$ cat src/rtl/acc_pkg.sv
// ============================================================================
// Module      : acc_pkg
// Description : Shared constants and FSM state encoding for the accumulator
//               driver (acc_driver, acc_drv_gen).
// Revision    : 1.0 - initial release
// ============================================================================
`default_nettype none

package acc_pkg;

    localparam int c_dw_default    = 32;
    localparam int c_len_w_default = 8;
    // Accumulator input-to-output latency, covered by the DRAIN state.
    localparam int c_drain_len     = 2;

    typedef logic [2:0] state_t;

    localparam state_t c_st_idle  = 3'd0;
    localparam state_t c_st_clear = 3'd1;
    localparam state_t c_st_send  = 3'd2;
    localparam state_t c_st_drain = 3'd3;
    localparam state_t c_st_done  = 3'd4;

endpackage

`default_nettype wire

$ cat src/rtl/acc_drv_gen.sv
// ============================================================================
// Module      : acc_drv_gen
// Description : Arithmetic word generator (base + k*step) with a running sum
//               of all issued words. Both adders wrap modulo 2^DW.
// Revision    : 1.0 - initial release
// ============================================================================
`default_nettype none

module acc_drv_gen
    import acc_pkg::*;
#(
    parameter int DW = c_dw_default
) (
    input  logic          clk,
    input  logic          reset,
    input  logic          load,
    input  logic          advance,
    input  logic [DW-1:0] base,
    input  logic [DW-1:0] step,
    output logic [DW-1:0] word,
    output logic [DW-1:0] sum
);

    logic [DW-1:0] r_word;
    logic [DW-1:0] r_step;
    logic [DW-1:0] r_sum;

    // The word is built incrementally so no multiplier is needed.
    always_ff @(posedge clk) begin
        if (reset) begin
            r_word <= '0;
            r_step <= '0;
            r_sum  <= '0;
        end else if (load) begin
            r_word <= base;
            r_step <= step;
            r_sum  <= '0;
        end else if (advance) begin
            r_word <= r_word + r_step;
            r_sum  <= r_sum + r_word;
        end
    end

    assign word = r_word;
    assign sum  = r_sum;

endmodule

`default_nettype wire

$ cat src/rtl/acc_driver.sv
// ============================================================================
// Module      : acc_driver
// Description : Burst driver for an accumulator: clears it, feeds len words of
//               an arithmetic sequence, waits out its latency, pulses done.
//               Optional result checker enabled by macro ACC_DRIVER_CHECK_EN.
// Revision    : 1.0 - initial release
// ============================================================================
`default_nettype none

module acc_driver
    import acc_pkg::*;
#(
    parameter int DW    = c_dw_default,
    parameter int LEN_W = c_len_w_default
) (
    input  logic             clk,
    input  logic             reset,
    input  logic             start,
    input  logic [LEN_W-1:0] len,
    input  logic [DW-1:0]    base,
    input  logic [DW-1:0]    step,
    input  logic             hold,
    output logic             acc_clear,
    output logic             acc_enable,
    output logic [DW-1:0]    acc_data_in,
    output logic             busy,
    output logic             done,
    output logic [DW-1:0]    exp_sum
`ifdef ACC_DRIVER_CHECK_EN
    ,
    input  logic [DW-1:0]    acc_data_out,
    output logic             match,
    output logic             mismatch
`endif
);

    localparam logic [1:0] c_drain_last = 2'(c_drain_len - 1);

    state_t           r_state;
    logic [LEN_W-1:0] r_len;
    logic [LEN_W-1:0] r_k;
    logic [1:0]       r_drain_cnt;

    logic             w_load;
    logic             w_advance;
    logic [DW-1:0]    w_word;

    assign w_load    = (r_state == c_st_idle) && start;
    assign w_advance = (r_state == c_st_send) && !hold;

    acc_drv_gen #(
        .DW (DW)
    ) u_gen (
        .clk     (clk),
        .reset   (reset),
        .load    (w_load),
        .advance (w_advance),
        .base    (base),
        .step    (step),
        .word    (w_word),
        .sum     (exp_sum)
    );

    always_ff @(posedge clk) begin
        if (reset) begin
            r_state     <= c_st_idle;
            r_len       <= '0;
            r_k         <= '0;
            r_drain_cnt <= '0;
        end else begin
            case (r_state)
                c_st_idle: begin
                    if (start) begin
                        r_len   <= len;
                        r_k     <= '0;
                        r_state <= c_st_clear;
                    end
                end
                c_st_clear: begin
                    r_drain_cnt <= '0;
                    r_state     <= (r_len == '0) ? c_st_drain : c_st_send;
                end
                c_st_send: begin
                    if (!hold) begin
                        r_k <= r_k + LEN_W'(1);
                        if (r_k == r_len - LEN_W'(1)) begin
                            r_state <= c_st_drain;
                        end
                    end
                end
                c_st_drain: begin
                    if (r_drain_cnt == c_drain_last) begin
                        r_drain_cnt <= '0;
                        r_state     <= c_st_done;
                    end else begin
                        r_drain_cnt <= r_drain_cnt + 2'd1;
                    end
                end
                c_st_done: begin
                    r_state <= c_st_idle;
                end
                default: begin
                    r_state <= c_st_idle;
                end
            endcase
        end
    end

    assign busy        = (r_state != c_st_idle);
    assign done        = (r_state == c_st_done);
    assign acc_clear   = (r_state == c_st_clear);
    assign acc_enable  = w_advance;
    // During a hold the pending word stays on the bus with enable low.
    assign acc_data_in = (r_state == c_st_send) ? w_word : '0;

`ifdef ACC_DRIVER_CHECK_EN
    logic r_match;
    logic r_mismatch;

    always_ff @(posedge clk) begin
        if (reset || w_load) begin
            r_match    <= 1'b0;
            r_mismatch <= 1'b0;
        end else if (r_state == c_st_done) begin
            r_match    <= (acc_data_out == exp_sum);
            r_mismatch <= (acc_data_out != exp_sum);
        end
    end

    assign match    = r_match;
    assign mismatch = r_mismatch;
`endif

endmodule

`default_nettype wire

$ cat config.mk
export PLATFORM = sky130hd
export DESIGN_NAME = acc_driver
export DESIGN_NICKNAME = d
export VERILOG_FILES = /design/src/rtl/acc_pkg.sv /design/src/rtl/acc_drv_gen.sv /design/src/rtl/acc_driver.sv
export SDC_FILE = /design/constraint.sdc
export NUM_CORES = 1
export LEC_CHECK = 0
export CAP_MARGIN = 20
export CORE_MARGIN = 2
export CORE_UTILIZATION = 65
export DETAILED_ROUTE_END_ITERATION = 6
export DONT_BUFFER_PORTS = 1
export GPL_TIMING_DRIVEN = 0
export MAX_ROUTING_LAYER = met4
export PLACE_DENSITY_LB_ADDON = 0.15
export SLEW_MARGIN = 25
export SYNTH_ARGS = -nofsm -noshare
export SYNTH_HDL_FRONTEND = slang
export SYNTH_SLANG_ARGS = --single-unit
$ cat constraint.sdc
create_clock -name clk -period 4.1 [get_ports clk]
set_input_delay 0.41 -clock clk [delete_from_list [all_inputs] [get_ports clk]]
set_output_delay 0.41 -clock clk [all_outputs]
set_load 0.01 [all_outputs]
==> flow_summary.json, run 1 <==
{
  "dieArea_sq_um": 12900,
  "synthFlopType": "dfxtp_1",
  "wl_met3_microns": 2170,
  "core-area_sq_um": 11600,
  "ant_nets": 0,
  "dieHeight_microns": 113,
  "path_clk_slew_ns": 0.06,
  "period_needed_ns": 3.53,
  "grt_pass1_wl_microns": 35900,
  "crit_arrival_ns": 3.12,
  "synth_cell_types": 58,
  "final_cell_mix": "nand2_1, a21oi_1, dfxtp_1, nor2_1, ha_1",
  "p_leak_nw": 3.61,
  "grt_overflow": 0,
  "synth_edf_count": 0,
  "drv_slew": 0,
  "met2RoutedLength_microns": 9870,
  "grt_start_max_net_pins": 17,
  "finalHoldViolCount": 0,
  "tritoncts": "built",
  "preCtsSetupSlack_ns": 0.837,
  "avgViaCountPerCell": 6.27,
  "mostFrequentLayoutCell": "nand2_1",
  "fmax_mhz": 283,
  "fin_ws_ns": 0.570,
  "row_count": 39,
  "vdd_drop_max_v": 0.000343,
  "power_mw": 3.77,
  "num_vias": 7496,
  "ys_ff_latch": 117,
  "fin_tns_setup_ns": 0,
  "setup_viol": 0,
  "status": "completed",
  "fin_worst_skew_ns": 0.00594,
  "drive_gt1_share_pct": 4.47,
  "cp_data_required_time_ns": 3.69,
  "post_cts_buffers": 0,
  "grt_pass1_vias": 6977,
  "drc": 0,
  "cts_resized": 0,
  "antenna_found_initial": 1,
  "synth_cells": 1019,
  "critical_path.endpoint_type": "output pin",
  "route.top_layer_used": "met4",
  "syn_avg_cell_area_sq_um": 7.64,
  "nets": 1181,
  "max_slew.worst_pin.slew_ns": 0.905,
  "crit_type": "register to output pin",
  "hold_path_class": "input port to register",
  "io_buffers": 0,
  "cp-start-kind": "register",
  "cap_violations": 0,
  "cts_hold_buf": 0,
  "syn_nets": 1162,
  "grtUsageTotal_pct": 36.6,
  "netlist_area_sq_um": 7790,
  "drtIter0Drc": 778,
  "yosysWarnings": 0,
  "totalWireLength_microns": 22800,
  "area_delta_synth_final_pct": 9.85,
  "synth_seq_area_share_pct": 30.1,
  "clkLatencyLatePin_ns": 0.42,
  "ios": 144,
  "place_congestion": 0.971,
  "routedLengthMet1_microns": 9960,
  "wire_per_inst_microns": 19.1,
  "firstDrtPassIters": 6,
  "rsz0062_at_grt": "false",
  "post-route-period-util_pct": 86.1,
  "clkSinkCount": 117,
  "dieWidth_microns": 113,
  "start_util_pct": 67.3,
  "cts_made_buffers": 17,
  "cp_max_fo": 10,
  "power_density_nw_per_um2": 440,
  "root_buffer": "clkbuf_16",
  "clock_path_buffers": 2,
  "post-dp-hpwl_microns": 17300,
  "cts.htree.levels": 4,
  "relSlewSlack_pct": 39.5,
  "async_reset_ff_share_pct": 0
}
==> report_power, final <==
group	switching, mW	total, mW	internal [mW]
combinational	0.589	0.920	0.331
sequential	0.142	1.38	1.23
clock	0.547	1.47	0.922
==> Yosys cell counts (13+ instances only) <==
master	number	area (sq um)
nor3_1	22	110
a21o_1	33	248
nand2_1	168	631
and2_1	39	244
a21oi_1	124	621
o21ai_0	38	190
nand3_1	31	155
xor2_1	27	236
clkbuf_1	44	165
ha_1	65	813
xnor2_1	33	289
nor2_1	85	319
dfxtp_1	117	2340
a211oi_1	13	97.6
inv_1	15	56.3
==> critical path, cell delays in order, from the launching register on <==
cell	delay, ns
dfxtp_1	0.30
buf_2	0.18
nor3b_1	0.76
nand2b_1	0.22
clkinv_1	0.18
clkbuf_1	0.46
buf_1	0.59
==> through the flow <==
stage / instances / utilization [%] / area (sq um) / hold slack [ns]
after floorplan: 1019 / - / 7790 / 0.441
after global placement: 1162 / 68.9 / 7970 / 0.449
after detailed placement: 1162 / 68.9 / 7970 / 0.452
after CTS: 1194 / 74.0 / 8550 / 0.115
after global routing: 1195 / 74.0 / 8560 / 0.122
final: 1195 / 74.0 / 8560 / 0.112
==> cells by family after synthesis <==
kind of cell,synth area share [%]
and+or+nand+nor,22.9
AOI/OAI and AO/OA,25.2
DFF,30.1
buffers and inverters,3.47
adders and majority gates,11.0
xor gates and xnor gates,6.75
muxes,0.659
==> worst paths after layout <==
kind,from,end,slack (ns),cells after the start
setup / recovery,r_state[1],acc_enable,0.57,6
hold / removal,step[6],u_gen.r_step[6],0.11,2
hold reg to reg,u_gen.r_step[27],u_gen.r_step[27],0.46,2
setup reg to reg,u_gen.sum[0],u_gen.sum[24],0.70,11
==> per-layer routing <==
layer	track usage [%]	vias up
li1	-	3696
met5	-	-
met4	12.3	0
met2	55.4	325
met1	48.0	3404
met3	9.03	71
==> layout make-up <==
cell class              instances  area (sq um)
inverters                      16          60.1
clock buffers                  20           457
well taps                     143           179
flip-flops and latches        117          2340
plain buffers                  55           210
diodes                          1          2.50
fillers                       921          3010
clock inverters                12           129
multi-input cells             831          5180
==> sequential cells by signal (all words and copies together) (netlist names) <==
register and flops:
r_k 8, u_gen.sum 32, r_len 8, r_state 3, r_drain_cnt 2, u_gen.r_step 32, u_gen.word 32
No activity file was read; power rests on OpenSTA's default activity.
==> inputs of run 2 (changes only) <==
Settings changed: ABC_CLOCK_PERIOD_IN_PS set to 4100.
==> results of run 2 <==
Same layout as run 1: the final DEF is identical, and so are final timing and power.
